$ cat config.mk
export PLATFORM = sky130hd
export DESIGN_NAME = pixel_fifo_rd_ctrl_flat
export DESIGN_NICKNAME = d
export VERILOG_FILES = /design/src/rtl/pixel_fifo_rd_ctrl_pkg.sv /design/src/rtl/pixel_fifo_rd_ctrl_if.sv /design/src/rtl/pixel_fifo_rd_ctrl_skid_buf.sv /design/src/rtl/pixel_fifo_rd_ctrl.sv /design/src/flat_wrapper.sv
export SDC_FILE = /design/constraint.sdc
export NUM_CORES = 1
export LEC_CHECK = 0
export ABC_AREA = 1
export BUFFER_PORTS_ARGS = -buffer_cell sky130_fd_sc_hd__buf_4
export CAP_MARGIN = 20
export CORE_MARGIN = 5
export CORE_UTILIZATION = 50
export CTS_CLUSTER_DIAMETER = 80
export DETAILED_ROUTE_END_ITERATION = 7
export GPL_ROUTABILITY_DRIVEN = 0
export PLACE_DENSITY_LB_ADDON = 0.2
export SYNTH_ARGS = -nofsm -noshare
export SYNTH_HDL_FRONTEND = slang
export SYNTH_SLANG_ARGS = --single-unit
$ cat constraint.sdc
create_clock -name i_sys_clk -period 4.1 [get_ports i_sys_clk]
set_input_delay 0.205 -clock i_sys_clk [delete_from_list [all_inputs] [get_ports i_sys_clk]]
set_output_delay 0.205 -clock i_sys_clk [all_outputs]
set_load 0.005 [all_outputs]
$ cat src/rtl/pixel_fifo_rd_ctrl_pkg.sv
// Shared types and geometry helpers for the pixel FIFO read-side sequencer.
package pixel_ctrl_pkg;

  typedef enum logic [1:0] {
    IDLE   = 2'd0,
    STREAM = 2'd1,
    DRAIN  = 2'd2
  } state_t;

  localparam int unsigned DEF_DATA_W = 8;
  localparam int unsigned DEF_IMG_W  = 28;
  localparam int unsigned DEF_IMG_H  = 28;

  function automatic int unsigned frame_pixels(input int unsigned w, input int unsigned h);
    return w * h;
  endfunction

  // Index width for a 0..n-1 counter; never narrower than one bit.
  function automatic int unsigned idx_w(input int unsigned n);
    return (n > 1) ? $clog2(n) : 1;
  endfunction

endpackage

$ cat src/rtl/pixel_fifo_rd_ctrl_if.sv
// FIFO read port plus tagged pixel stream between the sequencer and its neighbours.
interface pixel_fifo_rd_ctrl_if
  import pixel_ctrl_pkg::*;
#(
  parameter int unsigned DATA_W = DEF_DATA_W,
  parameter int unsigned IMG_W  = DEF_IMG_W,
  parameter int unsigned IMG_H  = DEF_IMG_H
);
  localparam int unsigned ROW_W = idx_w(IMG_H);
  localparam int unsigned COL_W = idx_w(IMG_W);

  logic              fifo_valid;
  logic [DATA_W-1:0] fifo_data;
  logic              fifo_rd_en;
  logic [DATA_W-1:0] pixel;
  logic              pixel_valid;
  logic              pixel_ready;
  logic [ROW_W-1:0]  row;
  logic [COL_W-1:0]  col;
  logic              sof;
  logic              eol;
  logic              eof;

  modport master (
    input  fifo_valid, fifo_data, pixel_ready,
    output fifo_rd_en, pixel, pixel_valid, row, col, sof, eol, eof
  );

  modport slave (
    output fifo_valid, fifo_data, pixel_ready,
    input  fifo_rd_en, pixel, pixel_valid, row, col, sof, eol, eof
  );

endinterface

$ cat src/rtl/pixel_fifo_rd_ctrl_skid_buf.sv
// Two-entry skid buffer that absorbs the FIFO's one-cycle read latency.
module pixel_skid_buf #(
  parameter int unsigned DATA_W = 8
) (
  input  logic              i_sys_clk,
  input  logic              i_rst,
  input  logic              wr_en,
  input  logic [DATA_W-1:0] wr_data,
  input  logic              rd_en,
  output logic [DATA_W-1:0] data,
  output logic              valid,
  output logic [1:0]        count
);

  logic [DATA_W-1:0] head;
  logic [DATA_W-1:0] tail;
  logic              do_pop;

  assign do_pop = rd_en && (count != 2'd0);
  assign data   = head;
  assign valid  = (count != 2'd0);

  always_ff @(posedge i_sys_clk) begin
    if (!i_rst) begin
      head  <= '0;
      tail  <= '0;
      count <= '0;
    end else begin
      case ({wr_en, do_pop})
        2'b10: begin
          if (count == 2'd0) begin
            head  <= wr_data;
            count <= 2'd1;
          end else if (count == 2'd1) begin
            tail  <= wr_data;
            count <= 2'd2;
          end
        end
        2'b01: begin
          head  <= tail;
          count <= count - 2'd1;
        end
        2'b11: begin
          if (count == 2'd1) begin
            head <= wr_data;
          end else begin
            head <= tail;
            tail <= wr_data;
          end
        end
        default: ;
      endcase
    end
  end

endmodule

$ cat src/rtl/pixel_fifo_rd_ctrl.sv
// Pixel FIFO read sequencer: issues reads, buffers the returned words and tags
// each delivered pixel with its frame coordinates.
module pixel_fifo_rd_ctrl
  import pixel_ctrl_pkg::*;
#(
  parameter int unsigned DATA_W = DEF_DATA_W,
  parameter int unsigned IMG_W  = DEF_IMG_W,
  parameter int unsigned IMG_H  = DEF_IMG_H
) (
  input  logic                  i_sys_clk,
  input  logic                  i_rst,
  input  logic                  i_start,
  pixel_fifo_rd_ctrl_if.master  bus,
  output logic                  o_busy,
  output logic                  o_frame_done
);

  localparam int unsigned FRAME = frame_pixels(IMG_W, IMG_H);
  localparam int unsigned ROW_W = idx_w(IMG_H);
  localparam int unsigned COL_W = idx_w(IMG_W);
  localparam int unsigned ISS_W = $clog2(FRAME + 1);

  localparam logic [ISS_W-1:0] FRAME_CNT = ISS_W'(FRAME);
  localparam logic [ROW_W-1:0] LAST_ROW  = ROW_W'(IMG_H - 1);
  localparam logic [COL_W-1:0] LAST_COL  = COL_W'(IMG_W - 1);

  state_t           state;
  state_t           state_nxt;
  logic [ISS_W-1:0] issued;
  logic             inflight;
  logic             rd_en;
  logic             pop;
  logic             room;
  logic             last_px;
  logic [2:0]       occ;
  logic [1:0]       skid_cnt;
  logic             skid_valid;
  logic [DATA_W-1:0] skid_data;
  logic [ROW_W-1:0] row;
  logic [COL_W-1:0] col;

  pixel_skid_buf #(.DATA_W(DATA_W)) u_skid (
    .i_sys_clk (i_sys_clk),
    .i_rst     (i_rst),
    .wr_en     (inflight),
    .wr_data   (bus.fifo_data),
    .rd_en     (bus.pixel_ready),
    .data      (skid_data),
    .valid     (skid_valid),
    .count     (skid_cnt)
  );

  assign pop     = skid_valid && bus.pixel_ready;
  assign last_px = (row == LAST_ROW) && (col == LAST_COL);

  // skid + inflight - pop < 2, rearranged so the arithmetic cannot underflow.
  assign occ  = {1'b0, skid_cnt} + {2'b00, inflight};
  assign room = occ < (3'd2 + {2'b00, pop});

  always_comb begin
    state_nxt = state;
    rd_en     = 1'b0;
    case (state)
      IDLE:   if (i_start) state_nxt = STREAM;
      STREAM: begin
        if (issued == FRAME_CNT) state_nxt = DRAIN;
        rd_en = bus.fifo_valid && (issued < FRAME_CNT) && room;
      end
      DRAIN:  if (pop && last_px) state_nxt = IDLE;
      default: state_nxt = IDLE;
    endcase
  end

  always_ff @(posedge i_sys_clk) begin
    if (!i_rst) begin
      state        <= IDLE;
      issued       <= '0;
      inflight     <= 1'b0;
      row          <= '0;
      col          <= '0;
      o_frame_done <= 1'b0;
    end else begin
      state        <= state_nxt;
      inflight     <= rd_en;
      o_frame_done <= (state == DRAIN) && pop && last_px;
      if ((state == IDLE) && i_start) begin
        issued <= '0;
      end else if (rd_en) begin
        issued <= issued + 1'b1;
      end
      if (pop) begin
        if (col == LAST_COL) begin
          col <= '0;
          row <= (row == LAST_ROW) ? '0 : row + 1'b1;
        end else begin
          col <= col + 1'b1;
        end
      end
    end
  end

  assign bus.fifo_rd_en  = rd_en;
  assign bus.pixel       = skid_data;
  assign bus.pixel_valid = skid_valid;
  assign bus.row         = row;
  assign bus.col         = col;
  assign bus.sof         = skid_valid && (row == '0) && (col == '0);
  assign bus.eol         = skid_valid && (col == LAST_COL);
  assign bus.eof         = skid_valid && last_px;
  assign o_busy          = (state != IDLE);

endmodule

$ cat src/flat_wrapper.sv
// flat-port wrapper written by rule: the top's interface ports become plain ports
module pixel_fifo_rd_ctrl_flat import pixel_ctrl_pkg::*;
#(
  parameter int unsigned DATA_W = DEF_DATA_W,
  parameter int unsigned IMG_W  = DEF_IMG_W,
  parameter int unsigned IMG_H  = DEF_IMG_H
)
  (i_sys_clk, i_rst, i_start, o_busy, o_frame_done, bus_fifo_valid, bus_fifo_data, bus_pixel_ready, bus_fifo_rd_en, bus_pixel, bus_pixel_valid, bus_row, bus_col, bus_sof, bus_eol, bus_eof);
  pixel_fifo_rd_ctrl_if #(.DATA_W(DATA_W), .IMG_W(IMG_W), .IMG_H(IMG_H)) bus_i ();
  input  logic i_sys_clk;
  input  logic i_rst;
  input  logic i_start;
  output logic o_busy;
  output logic o_frame_done;
  input wire logic [$bits(bus_i.fifo_valid)-1:0] bus_fifo_valid;
  input wire logic [$bits(bus_i.fifo_data)-1:0] bus_fifo_data;
  input wire logic [$bits(bus_i.pixel_ready)-1:0] bus_pixel_ready;
  output wire logic [$bits(bus_i.fifo_rd_en)-1:0] bus_fifo_rd_en;
  output wire logic [$bits(bus_i.pixel)-1:0] bus_pixel;
  output wire logic [$bits(bus_i.pixel_valid)-1:0] bus_pixel_valid;
  output wire logic [$bits(bus_i.row)-1:0] bus_row;
  output wire logic [$bits(bus_i.col)-1:0] bus_col;
  output wire logic [$bits(bus_i.sof)-1:0] bus_sof;
  output wire logic [$bits(bus_i.eol)-1:0] bus_eol;
  output wire logic [$bits(bus_i.eof)-1:0] bus_eof;
  assign bus_i.fifo_valid = bus_fifo_valid;
  assign bus_i.fifo_data = bus_fifo_data;
  assign bus_i.pixel_ready = bus_pixel_ready;
  assign bus_fifo_rd_en = bus_i.fifo_rd_en;
  assign bus_pixel = bus_i.pixel;
  assign bus_pixel_valid = bus_i.pixel_valid;
  assign bus_row = bus_i.row;
  assign bus_col = bus_i.col;
  assign bus_sof = bus_i.sof;
  assign bus_eol = bus_i.eol;
  assign bus_eof = bus_i.eof;
  pixel_fifo_rd_ctrl #(.DATA_W(DATA_W), .IMG_W(IMG_W), .IMG_H(IMG_H)) u_core (.i_sys_clk(i_sys_clk), .i_rst(i_rst), .i_start(i_start), .bus(bus_i), .o_busy(o_busy), .o_frame_done(o_frame_done));
endmodule
==> results by group, run 1 <==
Run status
  • Run status: finished clean

Die
  • # IOs: 38
  • Die Span Y: 79.0 um
  • DIE AREA: 6230 um2
  • Core ar.: 4660 um2
  • Initial core utilization: between 50% and 60%
  • Num rows: 25
  • Die X: 79.0 um

CTS
  • Setup repair bufs after CTS: 0
  • Clock Latency Late Sink: between 0.2 and 0.3 ns
  • Clk pin slew, worst setup/hold paths: 0.08 ns
  • CTS tree: built
  • Root Driver: clkbuf_8
  • CTS Sinks: 42
  • Bufs on Longest Clock Path: 2
  • # hold bufs at CTS: 0
  • Num CTS Buffers: 5
  • Post-CTS sizing: 0
  • # H-tree levels: 2

Yosys
  • Yosys cell types: 27
  • Post-Syn Area: 2380 um2
  • Syn_area_per_cell: approximately 6.6 um2
  • Top cells by area, synth: dfxtp_1 (35%), nand2_1 (15%), inv_1 (9.2%), nand3_1 (5.9%), ha_1 (5.3%)
  • Synth cell count leaders: nand2_1 (98), inv_1 (58), dfxtp_1 (42)
  • Top-count cell post-synth: nand2_1
  • Synth top area share: 35.4%
  • Mapped Nets: 381
  • Main synth FF type: dfxtp_1
  • Async S/R FF share, synth: 0%
  • Number of synthesized flops with an enable pin: 0
  • Yosys Warn Count: 0
  • Post-synth top area cell: dfxtp_1
  • Synth Instances: 358
  • Seq/Total Area, Yosys: about 35%
  • Number of synthesized register bits: between 40 and 50

Critical path
  • Setup crit end kind: primary output
  • CP max FO: 14
  • Startpoint types: register
  • WP data arrival: approximately 2.1 ns
  • Worst path required time: between 3 and 4 ns
  • Crit path kind: reg2out

Placed design
  • Pre-CTS setup slack: 2.15 ns
  • Buffers on Ports: 37
  • Inst Count DP: 439
  • Hpwl dp: 4.00 mm

Layout
  • Area added between synthesis and finish: 16.1%
  • Number of diodes: 0
  • Nets: about 420
  • Final Non-Filler Cells: roughly 450
  • Core Util, Final: 59.2%
  • Share of cells above drive strength 1: between 10% and 20%

Route
  • ANT nets after route: 0
  • Vias/cell: 5.22
  • Routed via count: 2335
  • Avg WL per Cell: 12.4 um
  • WL final: 5.55 mm
  • Residual DRC: 0
  • Initial DRC Count: 154
  • Detailed Routing Iterations Pass 1: 4

Timing
  • Min cycle time layout: 2.29 ns
  • Final setup fails: 0
  • Max-slew headroom: 58.4%
  • Final Skew: approximately 0.0046 ns
  • Final Max Slew Viols: 0
  • Final-report hold violation count: 0
  • RSZ-0062 raised after global routing: false
  • Fmax: ~440 MHz
  • Tcrit/Tclk final: 55.8%
  • Setup TNS: 0 ns
  • Pin slew with the least headroom to its limit: 0.624 ns
  • Final worst slack: ~1.8 ns

Job
  • Max_cap viols: 0

GRT
  • First-pass GRT wire length: roughly 9.3 mm
  • Gr usage total: a little under a fifth
  • Number of global-route vias before repair: around 2100
  • Number of antenna violations at the first check in global routing: 0
  • Global route overflow: 0
  • Largest net degree at the start of global routing: 26

Power and ir drop
  • Power Dens Cells: 305 nW/um2
  • Leakage power figure: about 1.2 nW
  • Peak VDD IR: 208 uV

Hold path
  • Hold Crit Class: in2reg
==> state kept, by name (all words and copies together) (netlist names), 2 cells and up <==
name,cells
u_core.state,2
u_core.bus.row,5
u_core.u_skid.data,8
u_core.bus.col,5
u_core.u_skid.count,2
u_core.issued,10
u_core.u_skid.tail,8
==> cells in the final DEF, fill, tap and decap left out, types with 2 or more instances in the layout <==
cell type,netlist,layout
nor3_1,8,8
ha_1,10,10
a21oi_1,15,15
nor2_2,2,2
clkbuf_8,0,6
inv_1,58,58
o21ai_0,22,22
nand2_2,2,2
nor2_1,26,26
nand4_1,7,7
nand3_1,28,28
buf_4,1,37
o211ai_1,15,15
nand2_1,98,98
xor2_1,5,5
dfxtp_1,42,42
nand3b_1,2,2
==> where the power goes <==
group | internal (W) | total (W) | switching [W]
registers | 0.000423 | 0.000435 | 0.0000120
clock network | 0.000136 | 0.000279 | 0.000143
logic | 0.0000521 | 0.000128 | 0.0000758
==> cells by family (layout without fill, tap and decap cells) <==
group / count (synthesis) / in the layout / synth area share, %
simple gates: 176 / 176 / 31.7
buf+inv: 69 / 104 / 11.6
flops: 42 / 42 / 35.4
compound gates: 56 / 56 / 14.2
fa+ha+maj: 10 / 10 / 5.26
xor+xnor: 5 / 5 / 1.84
==> critical path, stage by stage (launching register included) <==
cell	delay [ns]
dfxtp_1	0.42
inv_1	0.07
ha_1	0.27
inv_2	0.16
nand3_1	0.10
nand2_1	0.09
nand2_1	0.06
nor2_2	0.41
buf_4	0.21
==> metal layers <==
layer,wire [um],up-vias,track usage (%)
met5,0,-,0
met1,2660,1058,23.3
li1,-,1211,-
met4,76,0,5.50
met3,309,8,4.31
met2,2500,58,30.7
==> worst paths after layout <==
path | startpoint | endpoint | slack, ns | cells past startpoint
setup / recovery | u_core.u_skid.count[0] | bus_fifo_rd_en | 1.81 | 8
setup reg to reg | u_core.u_skid.count[0] | u_core.bus.row[0] | 2.08 | 8
hold reg to reg | u_core.issued[9] | u_core.issued[9] | 0.48 | 2
hold / removal | i_start | u_core.state[0] | 0.21 | 3
==> through the flow <==
| stage | total power [W] | cell area, um2 | hold slack [ns] |
|---|---|---|---|
| final | 0.000843 | 2760 | 0.213 |
| after global routing | 0.000887 | 2760 | 0.222 |
| after CTS | 0.000849 | 2760 | 0.205 |
| after detailed placement | 0.000572 | 2670 | 0.470 |
| after global placement | 0.000569 | 2670 | 0.468 |
| after floorplan | 0.000520 | 2380 | 0.348 |
==> area by class of cell <==
cell class                 instances  area (um2)
multi-input combinational        247        1260
sequential                        42         841
inverter                          59         221
clock inverter                     1        5.00
clock buffer                       7        86.3
tap                               54        67.6
fill                             442        1900
timing repair buffer              37         278
Power figures use the tool's default switching activity.
==> run 2, diff against run 1 <==
==> constraint.sdc (replaced) <==
create_clock -name i_sys_clk -period 2.3 [get_ports i_sys_clk]
set_input_delay 0.115 -clock i_sys_clk [delete_from_list [all_inputs] [get_ports i_sys_clk]]
set_output_delay 0.115 -clock i_sys_clk [all_outputs]
set_load 0.005 [all_outputs]
==> run 2 against run 1 <==
Net effect: sequential power increased by 78%; core utilization unchanged; register-to-register slack got worse by 1.8 ns; non-clock buffer count increased by 1; global-route usage decreased by 0.76 points.
==> results by group, run 2 (synthesis gave the netlist of run 1 again) <==
Run status
  • Run status: finished clean

Layout
  • Number of diodes: 0 (unchanged)
  • Nets: 416 (+0.24%)
  • Commonest non-fill, non-tap cell in the layout: nand2_1
  • Final instance area: 2760 um2 (unchanged)
  • Largest register FFs: 10 (unchanged)
  • Most frequent cells in the layout: nand2_1 (98), inv_1 (58), dfxtp_1 (42)
  • Biggest register: u_core.issued
  • Share of cells above drive strength 1: 13.5% (+0.25 points)
  • Area added between synthesis and finish: 16.1% (unchanged)

Die
  • Core ar.: 4660 um2 (unchanged)
  • DIE AREA: 6230 um2 (unchanged)
  • Num rows: 25 (unchanged)
  • Die Span Y: 79.0 um (unchanged)
  • # IOs: 38 (unchanged)
  • Die X: 79.0 um (unchanged)
  • Initial core utilization: 51.0% (unchanged)

Timing
  • Final Max Slew Viols: 0 (unchanged)
  • Final Skew: 0.00334 ns (-0.00129 ns)
  • Tcrit/Tclk final: 87.4%
  • Pin slew with the least headroom to its limit: 0.598 ns (-0.0258 ns)
  • Final-report hold violation count: 0 (unchanged)
  • Fin Hold WS: 0.114 ns (-0.0988 ns)
  • RSZ-0062 raised after global routing: false
  • Min cycle time layout: 2.01 ns
  • Final setup fails: 0 (unchanged)
  • Max-slew headroom: 60.2% (+1.7 points)
  • Setup TNS: 0 ns (unchanged)
  • Fmax: 498 MHz
  • Final worst slack: 0.291 ns (-1.52 ns)

CTS
  • Setup repair bufs after CTS: 0 (unchanged)
  • CTS tree: built
  • Root Driver: clkbuf_8
  • Clock Latency Late Sink: 0.29 ns (about the same)
  • CTS Sinks: 42 (unchanged)
  • # hold bufs at CTS: 0 (unchanged)
  • Num CTS Buffers: 5 (unchanged)
  • # H-tree levels: 2 (unchanged)
  • Clk pin slew, worst setup/hold paths: 0.07 ns (about the same)
  • Bufs on Longest Clock Path: 2 (unchanged)
  • Post-CTS sizing: 0 (unchanged)

GRT
  • Gr usage total: 17.5% (-0.76 points)
  • Largest net degree at the start of global routing: 26 (unchanged)
  • First-pass GRT wire length: 8.82 mm (-5.7%)
  • Number of antenna violations at the first check in global routing: 0 (unchanged)
  • Global route overflow: 0 (unchanged)
  • Number of global-route vias before repair: 1980 (-4.9%)

Power and ir drop
  • Power Dens Cells: 525 nW/um2 (+72%)
  • Cell Int Power: 0.00105 W (+72%)
  • Leakage power figure: 1.22 nW (+0.13%)
  • Clk pwr share: 31.0% (-2.2 points)
  • Flop pwr share: 53.5% (+1.8 points)
  • Net Sw Power: 0.000398 W (+72%)
  • Combinational cell fraction of total power: 15.5% (+0.3 points)
  • Peak VDD IR: 368 uV (+77%)
  • Switching share of power: 27.4% (about the same)

Route
  • Routed via count: 2304 (-1.3%)
  • Detailed Routing Iterations Pass 1: 4 (unchanged)
  • Avg WL per Cell: 11.8 um (-5.1%)
  • ANT nets after route: 0 (unchanged)
  • WL final: 5.27 mm (-5.1%)
  • Vias/cell: 5.15 (-1.3%)
  • Residual DRC: 0 (unchanged)
  • Initial DRC Count: 102 (-34%)

Critical path
  • R2R depth: 8 (unchanged)
  • R2R setup slack: 0.31 ns (-1.77 ns)
  • Crit path kind: reg2out
  • Worst r2r dst: u_core.bus.row[0]
  • Worst path required time: 2.18 ns (-1.71 ns)
  • WP data arrival: 1.89 ns (-0.19 ns)
  • Reg2Reg Launch Point: u_core.u_skid.count[0]
  • Setup crit end kind: primary output
  • CP max FO: 14 (unchanged)
  • Startpoint types: register

Placed design
  • Hpwl dp: 3.83 mm (-4.4%)
  • Buffers on Ports: 37 (unchanged)
  • Placed standard-cell area: 2680 um2 (+0.28%)
  • Pre-CTS setup slack: 0.342 ns (-1.80 ns)

Job
  • Max_cap viols: 0 (unchanged)

Hold path
  • WHS Endpoint: u_core.state[0]
  • Worst hold start: i_start
  • Hold Crit Class: in2reg
  • Hold path depth: 3 (unchanged)
run 2: cell count changes in the layout (fill, tap and decap cells not counted):
| cell | change |
|---|---|
| buf_4 | +1 |
| clkbuf_1 | -1 |
| clkbuf_8 | -1 |
| clkinv_2 | +1 |
| nor2_2 | -1 |
| nor2_4 | +1 |
run 2: layout make-up:
type,count,area (um2)
clock inverters,2,10.0
fillers,465,1900
multi-input cells,247,1260
flip-flops and latches,42,841
repair buffers,38,285
well taps,54,67.6
inverters,59,221
clock buffers,5,68.8
run 2: power by group through the flow:
stage	logic, W	registers, W	clock network (W)
finish	0.000224	0.000776	0.000449
global route	0.000255	0.000780	0.000494
CTS	0.000226	0.000776	0.000462
detailed placement	0.000225	0.000793	0
global placement	0.000221	0.000793	0
floorplan	0.000136	0.000790	0
run 2: worst max-delay path by stage:
| stage | from | endpoint | cells after the start |
|---|---|---|---|
| floorplan | u_core.u_skid.count[0] | u_core.u_skid.tail[6] | 9 |
| global placement | u_core.u_skid.count[0] | u_core.bus.row[0] | 8 |
| detailed placement | u_core.u_skid.count[0] | u_core.bus.row[0] | 8 |
| CTS | u_core.u_skid.count[0] | bus_fifo_rd_en | 8 |
| global route | u_core.u_skid.count[0] | bus_fifo_rd_en | 8 |
| finish | u_core.u_skid.count[0] | bus_fifo_rd_en | 8 |
run 2: per-stage QoR:
stage | utilization [%] | total power, W | std cells
floorplan | - | 0.000927 | 358
global placement | 57.4 | 0.00101 | 440
detailed placement | 57.4 | 0.00102 | 440
CTS | 59.1 | 0.00146 | 447
global route | 59.2 | 0.00153 | 447
finish | 59.2 | 0.00145 | 447
run 2: critical path, cell delays in order, from the launching register on:
cell and delay [ns]:
dfxtp_1 0.41, inv_1 0.07, ha_1 0.26, inv_2 0.14, nand3_1 0.10, nand2_1 0.09
nand2_1 0.08, nor2_4 0.27, buf_4 0.18
run 2: layer usage:
layer / GRT usage (%) / wire length (um)
met5: 0 / 0
met4: 7.22 / 91
met3: 3.74 / 267
met2: 28.7 / 2360
met1: 22.4 / 2550
==> run 3, diff against run 2 <==
--- a/config.mk
+++ b/config.mk
@@ -7,13 +7,13 @@
 export LEC_CHECK = 0
 export ABC_AREA = 1
 export BUFFER_PORTS_ARGS = -buffer_cell sky130_fd_sc_hd__buf_4
-export CAP_MARGIN = 20
 export CORE_MARGIN = 5
 export CORE_UTILIZATION = 50
 export CTS_CLUSTER_DIAMETER = 80
 export DETAILED_ROUTE_END_ITERATION = 7
 export GPL_ROUTABILITY_DRIVEN = 0
 export PLACE_DENSITY_LB_ADDON = 0.2
+export REMOVE_ABC_BUFFERS = 1
 export SYNTH_ARGS = -nofsm -noshare
 export SYNTH_HDL_FRONTEND = slang
 export SYNTH_SLANG_ARGS = --single-unit
==> run 3 against run 2 <==
Net effect: sequential power hardly changed; non-clock buffer count stayed put; clock skew rose by 0.0050 ns; setup slack better by 0.016 ns; flip-flop and latch count stayed put; hold slack hardly changed; clock-buffer cell count increased by 2; critical path type unchanged; critical endpoint unchanged; largest cell class unchanged; highest routed layer unchanged.
==> results by group, run 3 (synthesis gave the netlist of run 1 again) <==
Timing
  • Pin slew with the least headroom to its limit: 0.633 ns (+0.0349 ns)
  • Final-report hold violation count: 0 (unchanged)
  • Tcrit/Tclk final: 86.6% (-0.71 points)
  • Fmax: 502 MHz (+0.82%)
  • Setup TNS: 0 ns (unchanged)
  • RSZ-0062 raised after global routing: false
  • Final Max Slew Viols: 0 (unchanged)
  • Final Skew: 0.00835 ns (+0.00501 ns)
  • Min cycle time layout: 1.99 ns (-0.0164 ns)
  • Final setup fails: 0 (unchanged)
  • Max-slew headroom: 57.8% (-2.3 points)

Power and ir drop
  • Power Dens Cells: 537 nW/um2 (+2.3%)
  • Cell Int Power: 0.00109 W (+3.7%)
  • Leakage power figure: 1.22 nW (+0.37%)
  • Net Sw Power: 0.000399 W (+0.38%)
  • Flop pwr share: 52.1% (-1.4 points)
  • Clk pwr share: 32.8% (+1.8 points)
  • Peak VDD IR: 366 uV (-0.68%)
  • Combinational cell fraction of total power: 15.1% (-0.4 points)
  • Switching share of power: 26.8% (-0.64 points)

Critical path
  • Slowest CP cell: dfxtp_1
  • Crit path max-delay family: simple AND/OR/NAND/NOR gates
  • CP dominant cell by count: nand2_1
  • Critical path buffers and inverters: 3 (unchanged)
  • Reg2Reg Launch Point: u_core.u_skid.count[0]
  • R2R setup slack: 0.35 ns (+0.04 ns)
  • Worst r2r dst: u_core.bus.row[0]
  • Setup crit end kind: primary output
  • Startpoint types: register
  • Worst path required time: 2.18 ns (about the same)
  • CP max FO: 14 (unchanged)
  • Crit path kind: reg2out
  • R2R depth: 8 (unchanged)
  • Crit path cell chain: inv_1 > ha_1 > inv_2 > nand3_1 > nand2_1 > nand2_1 > nor2_4 > buf_4
  • Crit-path max cell delay: 0.40 ns (about the same)
  • WP data arrival: 1.88 ns (about the same)

Die
  • DIE AREA: 6230 um2 (unchanged)
  • # IOs: 38 (unchanged)
  • Num rows: 25 (unchanged)
  • Initial core utilization: 51.0% (unchanged)
  • Core ar.: 4660 um2 (unchanged)
  • Die Span Y: 79.0 um (unchanged)
  • Die X: 79.0 um (unchanged)

Layout
  • Commonest non-fill, non-tap cell in the layout: nand2_1
  • Nets: 416 (unchanged)
  • Largest register FFs: 10 (unchanged)
  • Area added between synthesis and finish: 16.6%
  • Area occupied by registers: 841 um2 (unchanged)
  • Number of diodes: 0 (unchanged)
  • Share of cells above drive strength 1: 13.5% (-0.034 points)
  • Final Non-Filler Cells: 448 (+0.22%)
  • Fill cell count: 454 (-2.4%)
  • Core Util, Final: 59.5% (+0.27 points)
  • Multi-input gate area: 1260 um2 (unchanged)
  • Most frequent cells in the layout: nand2_1 (98), inv_1 (58), dfxtp_1 (42)
  • Biggest register: u_core.issued

GRT
  • Number of global-route vias before repair: 2120 (+7.1%)
  • Global route overflow: 0 (unchanged)
  • Gr usage total: 17.9% (+0.39 points)
  • First-pass GRT wire length: 9.14 mm (+3.7%)
  • Number of antenna violations at the first check in global routing: 0 (unchanged)
  • Largest net degree at the start of global routing: 26 (unchanged)

Route
  • WL final: 5.23 mm (-0.72%)
  • Avg WL per Cell: 11.7 um (-0.94%)
  • Initial DRC Count: 114 (+12%)
  • Residual DRC: 0 (unchanged)
  • Vias/cell: 5.03 (-2.5%)
  • Detailed Routing Iterations Pass 1: 4 (unchanged)
  • ANT nets after route: 0 (unchanged)
  • Routed via count: 2252 (-2.3%)

Hold path
  • Worst hold start: i_start
  • Hold Crit Class: in2reg
  • WHS Endpoint: u_core.state[0]
  • Hold path depth: 3 (unchanged)

CTS
  • # H-tree levels: 2 (unchanged)
  • Root Driver: clkbuf_8
  • CTS tree: built
  • Clock Latency Late Sink: 0.29 ns (about the same)
  • CTS Sinks: 42 (unchanged)
  • Num CTS Buffers: 5 (unchanged)
  • # hold bufs at CTS: 0 (unchanged)
  • Bufs on Longest Clock Path: 2 (unchanged)
  • Clk pin slew, worst setup/hold paths: 0.07 ns (about the same)
  • Setup repair bufs after CTS: 0 (unchanged)

Job
  • Max_cap viols: 0 (unchanged)

Placed design
  • Inst Count DP: 440 (unchanged)
  • Hpwl dp: 3.78 mm (-1.2%)
  • Buffers on Ports: 37 (unchanged)

Run status
  • Run status: finished clean
[run 3: how the worst max path moves through the flow]
| stage | startpoint | endpoint | slack [ns] | cells past startpoint |
|---|---|---|---|---|
| CTS | u_core.u_skid.count[0] | bus_fifo_rd_en | 0.15 | 8 |
| finish | u_core.u_skid.count[0] | bus_fifo_rd_en | 0.31 | 8 |
| global placement | u_core.u_skid.count[0] | u_core.bus.row[0] | 0.45 | 8 |
| detailed placement | u_core.u_skid.count[0] | u_core.bus.row[0] | 0.36 | 8 |
| floorplan | u_core.u_skid.count[0] | u_core.u_skid.tail[0] | 0.64 | 10 |
| global route | u_core.u_skid.count[0] | u_core.u_skid.data[5] | 0.14 | 9 |
[run 3: power groups by stage]
stage | Sequential (W) | Clock, W | Combinational (W)
2_1_floorplan | 0.000790 | 0 | 0.000125
3_3_place_gp | 0.000792 | 0 | 0.000222
3_5_place_dp | 0.000792 | 0 | 0.000225
4_1_cts | 0.000775 | 0.000500 | 0.000226
5_1_grt | 0.000780 | 0.000531 | 0.000256
6_report | 0.000776 | 0.000488 | 0.000225
[run 3: final cells by class]
class	instances	share of cell area (%)
well taps	54	2.44
flip-flops and latches	42	30.3
inverters	59	7.99
clock inverters	1	0.181
clock buffers	7	3.12
repair buffers	38	10.3
multi-input cells	247	45.6
[run 3: timing repair]
action	CTS	global route
hold endpoints to repair	0	0
gates resized for setup	0	1
endpoints found under the setup margin	0	1
[run 3: worst reg2reg max path: cells and delay by family (launching register included)]
kind                       cells  cell delay (ns)
AOI/OAI and AO/OA              1             0.09
adders and majority gates      1             0.26
buffers and inverters          3             0.35
DFF                            1             0.40
and+or+nand+nor                3             0.74
[run 3: metrics by stage]
step / hold slack [ns] / total power (W) / setup slack (ns) / instance area, um2
after floorplan: 0.241 / 0.000916 / 0.641 / 2320
after global routing: 0.104 / 0.00157 / 0.135 / 2770
after detailed placement: 0.409 / 0.00102 / 0.364 / 2680
after CTS: 0.0986 / 0.00150 / 0.153 / 2770
final: 0.114 / 0.00149 / 0.307 / 2770
after global placement: 0.413 / 0.00101 / 0.449 / 2680
[run 3: layer usage]
metal / part of all wire [%] / up-vias / global-route usage, %
met2: 46 / 53 / 31.2
met3: 4.9 / 8 / 3.97
met1: 48 / 966 / 21.9
met4: 1.6 / 0 / 5.84
met5: 0 / - / 0
li1: - / 1225 / -
